File: src/rtl/div3b_seq.sv
// Sequential restoring divider producing one quotient bit per clock under a start/done handshake.
// Define DIV3B_EARLY_EN to finish immediately when the divisor exceeds the dividend.
module div3b_seq #(
  parameter int W = 3
) (
  input  logic         clk,
  input  logic         rst_n,
  input  logic         start,
  input  logic [W-1:0] x,
  input  logic [W-1:0] y,
  output logic [W-1:0] q,
  output logic [W-1:0] r,
  output logic         busy,
  output logic         done,
  output logic         div0
);

  localparam int CW = (W > 2) ? $clog2(W) : 1;

  typedef enum logic [1:0] {
    IDLE,
    CALC,
    DONE
  } state_t;

  state_t         state_q, state_d;
  logic [W-1:0]   dvd_q, dvd_d;
  logic [W-1:0]   dvs_q, dvs_d;
  logic [W:0]     rem_q, rem_d;
  logic [CW-1:0]  cnt_q, cnt_d;
  logic           zero_q, zero_d;
  logic [W-1:0]   q_q, q_d;
  logic [W-1:0]   r_q, r_d;
  logic           busy_q, busy_d;
  logic           done_q, done_d;
  logic           div0_q, div0_d;
  logic [W:0]     rem_shift;
  logic [W:0]     dvs_ext;

  // The dividend register doubles as the quotient register: each step shifts
  // the dividend MSB into the remainder and the new quotient bit into its LSB.
  always_comb begin
    state_d   = state_q;
    dvd_d     = dvd_q;
    dvs_d     = dvs_q;
    rem_d     = rem_q;
    cnt_d     = cnt_q;
    zero_d    = zero_q;
    q_d       = q_q;
    r_d       = r_q;
    div0_d    = div0_q;
    busy_d    = 1'b0;
    done_d    = 1'b0;
    dvs_ext   = {1'b0, dvs_q};
    rem_shift = (rem_q << 1) | {{W{1'b0}}, dvd_q[W-1]};

    case (state_q)
      IDLE: begin
        if (start) begin
          dvd_d   = x;
          dvs_d   = y;
          rem_d   = '0;
          cnt_d   = CW'(W - 1);
          zero_d  = 1'b0;
          state_d = CALC;
          if (y == '0) begin
            dvd_d   = '1;
            rem_d   = {1'b0, x};
            zero_d  = 1'b1;
            state_d = DONE;
          end
`ifdef DIV3B_EARLY_EN
          else if (y > x) begin
            dvd_d   = '0;
            rem_d   = {1'b0, x};
            state_d = DONE;
          end
`endif
        end
      end
      CALC: begin
        busy_d = 1'b1;
        if (rem_shift >= dvs_ext) begin
          rem_d = rem_shift - dvs_ext;
          dvd_d = {dvd_q[W-2:0], 1'b1};
        end else begin
          rem_d = rem_shift;
          dvd_d = {dvd_q[W-2:0], 1'b0};
        end
        if (cnt_q == '0) begin
          state_d = DONE;
        end else begin
          cnt_d = cnt_q - CW'(1);
        end
      end
      DONE: begin
        busy_d  = 1'b1;
        done_d  = 1'b1;
        q_d     = dvd_q;
        r_d     = rem_q[W-1:0];
        div0_d  = zero_q;
        state_d = IDLE;
      end
      default: begin
        state_d = IDLE;
      end
    endcase
  end

  always_ff @(posedge clk or negedge rst_n) begin
    if (!rst_n) begin
      state_q <= IDLE;
      dvd_q   <= '0;
      dvs_q   <= '0;
      rem_q   <= '0;
      cnt_q   <= '0;
      zero_q  <= 1'b0;
      q_q     <= '0;
      r_q     <= '0;
      busy_q  <= 1'b0;
      done_q  <= 1'b0;
      div0_q  <= 1'b0;
    end else begin
      state_q <= state_d;
      dvd_q   <= dvd_d;
      dvs_q   <= dvs_d;
      rem_q   <= rem_d;
      cnt_q   <= cnt_d;
      zero_q  <= zero_d;
      q_q     <= q_d;
      r_q     <= r_d;
      busy_q  <= busy_d;
      done_q  <= done_d;
      div0_q  <= div0_d;
    end
  end

  assign q    = q_q;
  assign r    = r_q;
  assign busy = busy_q;
  assign done = done_q;
  assign div0 = div0_q;

endmodule
File: config.mk
export PLATFORM = sky130hd
export DESIGN_NAME = div3b_seq
export DESIGN_NICKNAME = d
export VERILOG_FILES = /design/src/rtl/div3b_seq.sv
export SDC_FILE = /design/constraint.sdc
export NUM_CORES = 1
export LEC_CHECK = 0
export CORE_MARGIN = 4
export CORE_UTILIZATION = 45
export CTS_CLUSTER_SIZE = 10
export DETAILED_ROUTE_END_ITERATION = 8
export HOLD_SLACK_MARGIN = 0.1
export PLACE_DENSITY = 0.75
export SLEW_MARGIN = 20
export SYNTH_ARGS = -nofsm -noshare
export SYNTH_HDL_FRONTEND = slang
export SYNTH_SLANG_ARGS = --single-unit
File: constraint.sdc
create_clock -name clk -period 2.15 [get_ports clk]
set_input_delay 0.43 -clock clk [delete_from_list [all_inputs] [get_ports clk]]
set_output_delay 0.43 -clock clk [all_outputs]
set_load 0.01 [all_outputs]
-- After elaboration in Yosys (flattened, before gate mapping)
Index checks and enable logic that the tools add are counted.
Widths: inputs -> output; s select.
- word-level logic and storage cells: 47
- flip-flop bits (word level): 23
- bits of input ports: 9
- equality and inequality tests: 5
- bitwise gates (word level): 1
- reductions and logical operators: 9
- multiplexer cells: 18
- add/subtract/negate cells: 2
- $lt $le $gt $ge: 1
- operator list (cell ; number):
    $mux 3 ; 5
    $pmux 3 s2 ; 2
    $mux 2 ; 5
    $pmux 2 s2 ; 2
    $ne 2x2->1 const B ; 3
    $reduce_and 2->1 ; 3
    $ge 4x3->1 ; 1
    $logic_not 2->1 ; 2
    $mux 1 ; 4
    $or 4x1->4 ; 1
    $logic_not 3->1 ; 1
    $reduce_and 3->1 ; 1
    $sub 3x3->3 ; 1
    $eq 2x1->1 const B ; 1
    $eq 2x2->1 const B ; 1
    $reduce_bool 2->1 ; 1
    $reduce_or 2->1 ; 1
    $sub 2x1->2 const B ; 1

-- Longest topological paths before layout
Gate-level depths: netlist of the first run.
- depth after elaboration: 4
- mapped depth: 7

-- Worst setup path before layout of the first run
OpenSTA, ideal clock, no wires.
- path kind: flip-flop to flip-flop
- from: register dvd_q[2]
- to: register rem_q[2]
- stages on the path, launching flop included: 8
- setup slack: 347 ps
- clock period less this slack: 1803 ps
- arrival time: 1730 ps
- cell sequence: dfrtp_1 > inv_1 > ha_1 > fa_1 > and2b_2 > nor4_4 > a2111o_1 > a21oi_2
- longest elaborated chain between the ends: 4
- ends and longest elaborated chain (element ; RTL line ; RTL):
    start: declaration ; 27 ; logic [W-1:0] dvd_q, dvd_d;
    start signal: assignment ; 125 ; dvd_q <= dvd_d;
    $or 4x1->4 * ; 55 ; rem_shift = (rem_q << 1) | {{W{1'b0}}, dvd_q[W-1]};
    $ge 4x3->1 / $sub 3x3->3 (equally long branches) ; 83, 84 ;
    $mux 3 * ; 83 ; if (rem_shift >= dvs_ext) begin
    $pmux 3 s2 * ; 57 ; case (state_q)
    end signal: assignment ; 127 ; rem_q <= rem_d;
    end: declaration ; 29 ; logic [W:0] rem_q, rem_d;
Mark *: on every way between the ends. The rest lies on a longest branch, timed or not.
A chain may end at the register's enable or synchronous reset.

-- Worst setup path after layout of the first run
Ends and elaborated chain as after synthesis.

==> results of run 1 <==
## flip-flops by register name, summed over array words and instances, names as in the netlist
signal,cells
busy,1
state_q,2
div0,1
r,3
dvs_q,3
q,3
rem_q,3
dvd_q,3
done,1
zero_q,1
cnt_q,2
## critical path: cells and delay by family (launching register included)
family,cells,cell delay (ps)
buffers and inverters,1,70
AO/OA/AOI/OAI,2,540
flip-flops,1,360
adder cells (fa/ha/maj),2,580
AND/OR/NAND/NOR,2,330
## final cells by class
type	count	area (um^2)
Clock buffer	3	22.5
Clock inverter	1	5.00
Fill cell	226	1060
Inverter	10	37.5
Multi-Input combinational cell	68	551
Sequential cell	23	576
Tap cell	30	37.5
Timing Repair Buffer	20	193
## cells by family after synthesis
kind of cell / Yosys count / synth area share
buffers and inverters: 12 / 0.0415
DFF: 23 / 0.490
muxes: 14 / 0.135
adders and majority gates: 8 / 0.0916
and+or+nand+nor: 24 / 0.116
AOI/OAI and AO/OA: 22 / 0.126
## through the flow
stage | util | cells | hold slack [ps] | power (mW)
floorplan | - | 103 | 134 | 1.55
global placement | 0.563 | 151 | 456 | 1.89
finish | 0.574 | 155 | 434 | 2.14
global route | 0.574 | 155 | 468 | 2.31
detailed placement | 0.563 | 151 | 474 | 1.95
CTS | 0.574 | 155 | 459 | 2.15
## power by group
group	switching [mW]	internal [mW]
Combinational	0.564	0.600
Clock	0.140	0.0698
Sequential	0.129	0.634
## cell usage after synthesis, drive strengths merged (2+ instances only)
cell type | instances | area share
nor3 | 3 | 0.013
mux2 | 12 | 0.12
nand2 | 6 | 0.019
a32oi | 2 | 0.015
nor2b | 2 | 0.011
inv | 10 | 0.032
ha | 7 | 0.075
mux2i | 2 | 0.020
a21oi | 3 | 0.016
dfrtp | 23 | 0.49
or3 | 3 | 0.016
nor2 | 7 | 0.022
o21ai | 8 | 0.034
## metal layers
layer / track usage / vias to the layer above / wire length, um
met4: 0.0680 / 0 / 68
met2: 0.249 / 16 / 1050
met3: 0.0196 / 8 / 89
met5: 0 / - / 0
met1: 0.211 / 409 / 1140
li1: - / 415 / -
## worst min path at each step
stage                      start       end  slack (ps)  cells past startpoint
after floorplan            rst_n      busy         130                      0
after global placement    zero_q    zero_q         460                      2
after detailed placement  zero_q    zero_q         470                      2
after CTS                  rst_n      div0         460                      2
after global routing       rst_n  dvs_q[1]         470                      2
final                      rst_n      div0         430                      2
==> results.py, run 1 <==
metrics = {
    "sta": {
        "finalCriticalPeriod_ps": 1940,
        "timing_max_transition_violations_final": 0,
        "max_clock_skew_ps": 21.4,
        "final_report_hold_violation_count": 0,
        "setup_violations": 0,
        "timing.max_slew.rel_slack": 0.725,
        "setup_slack_ps": 207,
        "grt_setup_unrepaired": "false",
        "fin_setup_tns_ps": 0,
        "clock.fmax_mhz": 515,
        "timing.final.crit_share": 0.904,
        "worst_pin_slew_ps": 413,
    },
    "clock_network": {
        "clk_pin_slew_worst_paths_ps": 150,
        "cts_repair_resize_count": 0,
        "cts_inserted_buffers": 3,
        "cts_root_buffer": "clkbuf_4",
        "clk-insertion-delay-late_ps": 330,
        "clk_path_buf_depth": 2,
        "number_of_clock_sinks_seen_by_cts": 23,
        "cts.repair_timing.setup_buffer_count": 0,
        "htree_num_levels": 1,
        "holdBufCountCts": 0,
        "tritoncts": "done",
    },
    "routing": {
        "num_vias": 848,
        "drt_first_iter_violations": 11,
        "vias_cell": 5.47,
        "detailedRoute.firstPassIterationCount": 3,
        "ant_nets": 0,
        "routed_wire_length_per_instance_um": 15.1,
        "drc_errors": 0,
        "final_routed_wirelength_mm": 2.35,
    },
    "floorplan": {
        "initial_utilization": 0.474,
        "floorplan.die_area_mm2": 0.00349,
        "fp-row-count": 18,
        "boundaryPins": 18,
        "core_mm2": 0.00248,
        "die-width_um": 59.1,
        "chipHeight_um": 59.1,
    },
    "critical_path": {
        "worstReg2RegStart": "dvd_q[2]",
        "critPathCaptureType": "flop",
        "setup.worst_path.end": "rem_q[2]",
        "arrival_ps": 2190,
        "criticalPathCategory": "flop to flop",
        "timing.critical_path.fanout_max": 4,
        "critical_path.max_stage_delay_ps": 420,
        "timing.critical_path.cells": "inv_1 > ha_1 > fa_1 > and2b_2 > nor4_4 > a2111o_1 > a21oi_2",
        "r2r_cells": 7,
        "crit_path_launch_type": "flop",
        "ff2ff_setup_slack_ps": 210,
        "worst_path_max_delay_cell": "a2111o_1",
        "timing.critical_path.required_ps": 2400,
        "worst_r2r_endpoint": "rem_q[2]",
        "worstSetupStartpoint": "dvd_q[2]",
    },
    "synthesis": {
        "synth.yosys.seq_area_share": 0.490,
        "synth-async-reset-ratio": 1.00,
        "syn_nets": 120,
        "yosysWarningCount": 0,
        "postSynthRegisterBits": 23,
        "post_synth.cell_area_avg_um2": 11.4,
        "synth_ff_type": "dfrtp_1",
        "syn-instance-count": 103,
        "syn_area_mm2": 0.00117,
        "synth_edf_count": 0,
        "post_synthesis_cell_type_count": 33,
    },
    "final_layout": {
        "area_growth_syn_to_fin_pct": 21.0,
        "layout.cells.most_common": "dfrtp_1",
        "layout_common_cells": "dfrtp_1, clkdlybuf4s50_1, mux2_2, inv_1",
        "n_antenna_cell": 0,
        "final_net_count": 143,
        "final_non_filler_cell_area_mm2": 0.00142,
        "fraction_of_layout_cells_with_a_size_suffix_above_1": 0.184,
    },
    "global_route": {
        "grt_max_degree": 24,
        "grt_util_all_layers": 0.156,
        "initial_antenna_violation_count": 0,
        "grt_pass1_wl_mm": 4.17,
        "first_global_vias": 933,
        "global_route.overflow_total": 0,
    },
    "placement": {
        "post_dp_cell_area_mm2": 0.00139,
        "place_worst_setup_slack_ps": 239,
        "port_buffers": 17,
        "detailed_place_hpwl_mm": 1.77,
        "place.gp.congestion": 0.932,
    },
    "pwr": {
        "static_leakage_power_nw": 0.631,
        "worst_vdd_ir_mv": 0.852,
        "power.density_mw_per_mm2": 1500,
    },
    "worst_hold_path": {
        "worst_hold_path_type": "input pin to async pin",
    },
    "run": {
        "max_cap_viol_count": 0,
    },
    "outcome": {
        "outcome": "complete, no violations",
    },
}
Power figures use the tool's default switching activity.
==> run 2, diff against run 1 <==
--- a/config.mk
+++ b/config.mk
@@ -5,6 +5,7 @@
 export SDC_FILE = /design/constraint.sdc
 export NUM_CORES = 1
 export LEC_CHECK = 0
+export ABC_AREA = 0
 export CORE_MARGIN = 4
 export CORE_UTILIZATION = 45
 export CTS_CLUSTER_SIZE = 10
==> results of run 2 <==
Final layout, timing and power as in run 1 (identical DEF).
==> run 3, diff against run 2 <==
==> constraint.sdc (replaced) <==
create_clock -name clk -period 2 [get_ports clk]
set_input_delay 0.4 -clock clk [delete_from_list [all_inputs] [get_ports clk]]
set_output_delay 0.4 -clock clk [all_outputs]
set_load 0.01 [all_outputs]
==> run 3 against run 2 <==
  * Core utilization grew 1.9 points
  * Sequential share of layout area is 1.3 points lower
  * Worst hold slack lost 19 ps
  * Non-clock buffer count up 3
  * Final area is 3.3% higher
  * Final cell count rose by 1.9%
  * Sequential power increased by 8.7%
  * Critical path depth stayed put
  * Clock skew is 20 ps lower
  * Via count rose by 1.3%
  * Flip-flop and latch count unchanged
  * Routed wire length grew 3.8%
  * Critical path type unchanged
==> results.py, run 3 (synthesis results as in run 1) <==
metrics = {
    "sta": {
        "timing.final.crit_share": 0.957,
        "timing_max_transition_violations_final": 0,
        "timing.max_slew.rel_slack": 0.730,
        "setup_violations": 0,
        "final_report_hold_violation_count": 0,
        "clock.fmax_mhz": 522,
        "finalCriticalPeriod_ps": 1910,
        "worst_pin_slew_ps": 405,
        "fin_setup_tns_ps": 0,
        "max_clock_skew_ps": 1.77,
        "setup_slack_ps": 85.6,
    },
    "placement": {
        "post_dp_cell_area_mm2": 0.00140,
        "port_buffers": 17,
        "place.gp.congestion": 0.960,
        "detailed_place_hpwl_mm": 1.75,
        "place_worst_setup_slack_ps": 86.5,
    },
    "clock_network": {
        "holdBufCountCts": 0,
        "cts_root_buffer": "clkbuf_4",
        "clk_path_buf_depth": 2,
        "clk-insertion-delay-late_ps": 310,
        "cts_inserted_buffers": 3,
        "clk_pin_slew_worst_paths_ps": 130,
        "htree_num_levels": 1,
        "tritoncts": "done",
        "number_of_clock_sinks_seen_by_cts": 23,
    },
    "global_route": {
        "grt_pass1_wl_mm": 3.97,
        "first_global_vias": 886,
        "initial_antenna_violation_count": 0,
        "global_route.overflow_total": 0,
        "grt_util_all_layers": 0.151,
        "grt_max_degree": 24,
    },
    "critical_path": {
        "crit_path_launch_type": "flop",
        "arrival_ps": 2170,
        "critPathCaptureType": "flop",
        "timing.critical_path.required_ps": 2250,
        "criticalPathCategory": "flop to flop",
        "timing.critical_path.fanout_max": 4,
        "worstSetupStartpoint": "dvd_q[2]",
        "worstReg2RegStart": "dvd_q[2]",
    },
    "pwr": {
        "power_frac_clock": 0.089,
        "portion_of_total_power_attributed_to_sequential_cells": 0.335,
        "p_comb_frac": 0.576,
        "worst_vdd_ir_mv": 1.00,
        "static_leakage_power_nw": 0.651,
        "internal_power_mw": 1.53,
        "power.net_switching_uw": 945,
        "netSwitchingFraction": 0.382,
        "power.density_mw_per_mm2": 1690,
    },
    "run": {
        "max_cap_viol_count": 0,
    },
    "floorplan": {
        "initial_utilization": 0.474,
        "chipHeight_um": 59.1,
        "die-width_um": 59.1,
        "fp-row-count": 18,
        "boundaryPins": 18,
        "floorplan.die_area_mm2": 0.00349,
        "core_mm2": 0.00248,
    },
    "routing": {
        "drc_errors": 0,
        "vias_cell": 5.44,
        "drt_first_iter_violations": 17,
        "routed_wire_length_per_instance_um": 15.4,
        "detailedRoute.firstPassIterationCount": 4,
        "final_routed_wirelength_mm": 2.43,
        "num_vias": 859,
        "ant_nets": 0,
    },
    "final_layout": {
        "area_growth_syn_to_fin_pct": 25.0,
        "n_antenna_cell": 0,
        "fraction_of_layout_cells_with_a_size_suffix_above_1": 0.242,
        "final_non_filler_cell_area_mm2": 0.00147,
        "layout.cells.most_common": "dfrtp_1",
        "layout_common_cells": "dfrtp_1, clkdlybuf4s50_1, mux2_2, inv_1, nor2_1",
        "final_net_count": 146,
        "fillers": 209,
    },
    "worst_hold_path": {
        "worst_hold_path_type": "input pin to async pin",
    },
    "outcome": {
        "outcome": "complete, no violations",
    },
}
run 3: changes by cell type in the layout (fill, tap and decap cells not counted), sizes merged:
cell / delta
clkinv: -1
clkbuf: +1
buf: +3
run 3: timing repair:
| item | CTS | global route |
|---|---|---|
| setup buffers | 0 | 2 |
| setup endpoints to repair | 0 | 1 |
| resized for setup | 0 | 7 |
run 3: worst max-delay path: stages (launching register included):
cell and delay, ps:
dfrtp_1 410, inv_2 90, ha_4 140, fa_2 190
and2b_2 230, nor4_4 350, mux2_4 340, o21ai_1 110
run 3: metrics by stage:
stage | utilization | hold WS (ps) | std cells | power [mW]
after global routing | 0.593 | 420 | 158 | 2.66
after detailed placement | 0.566 | 470 | 152 | 2.09
final | 0.593 | 416 | 158 | 2.48
after floorplan | - | 104 | 103 | 1.67
after CTS | 0.576 | 423 | 156 | 2.32
after global placement | 0.566 | 454 | 152 | 2.04
run 3: final cells by class:
cell class	count	area, um^2	share of cell area
Inverter	10	37.5	0.0256
Clock buffer	4	26.3	0.0179
Sequential cell	23	576	0.392
Tap cell	30	37.5	0.0256
Timing Repair Buffer	23	215	0.147
Multi-Input combinational cell	68	577	0.393
run 3: path summary, 6_finish.rpt:
path / end / depth (start not counted) / slack [ps]
max in group asynchronous: div0 / 2 / 1350
worst min register to register: zero_q / 2 / 490
min in group clk: zero_q / 2 / 490
worst max register to register: rem_q[1] / 7 / 90
worst min-delay path: done / 2 / 420
worst max-delay path: rem_q[1] / 7 / 90
run 3: power by group through the flow:
stage,clock network [mW],logic (mW),registers (mW)
2_1_floorplan,0,0.828,0.842
3_3_place_gp,0,1.22,0.821
3_5_place_dp,0,1.26,0.832
4_1_cts,0.229,1.27,0.820
5_1_grt,0.246,1.55,0.858
6_report,0.220,1.43,0.829
run 3: routing by layer:
metal  global-route usage  vias to the layer above  wire length (um)
met2                0.241                       17              1130
met5                    0                        -                 0
met1                0.194                      420              1170
li1                     -                      416                 -
met4               0.0874                        0                52
met3               0.0196                        6                83
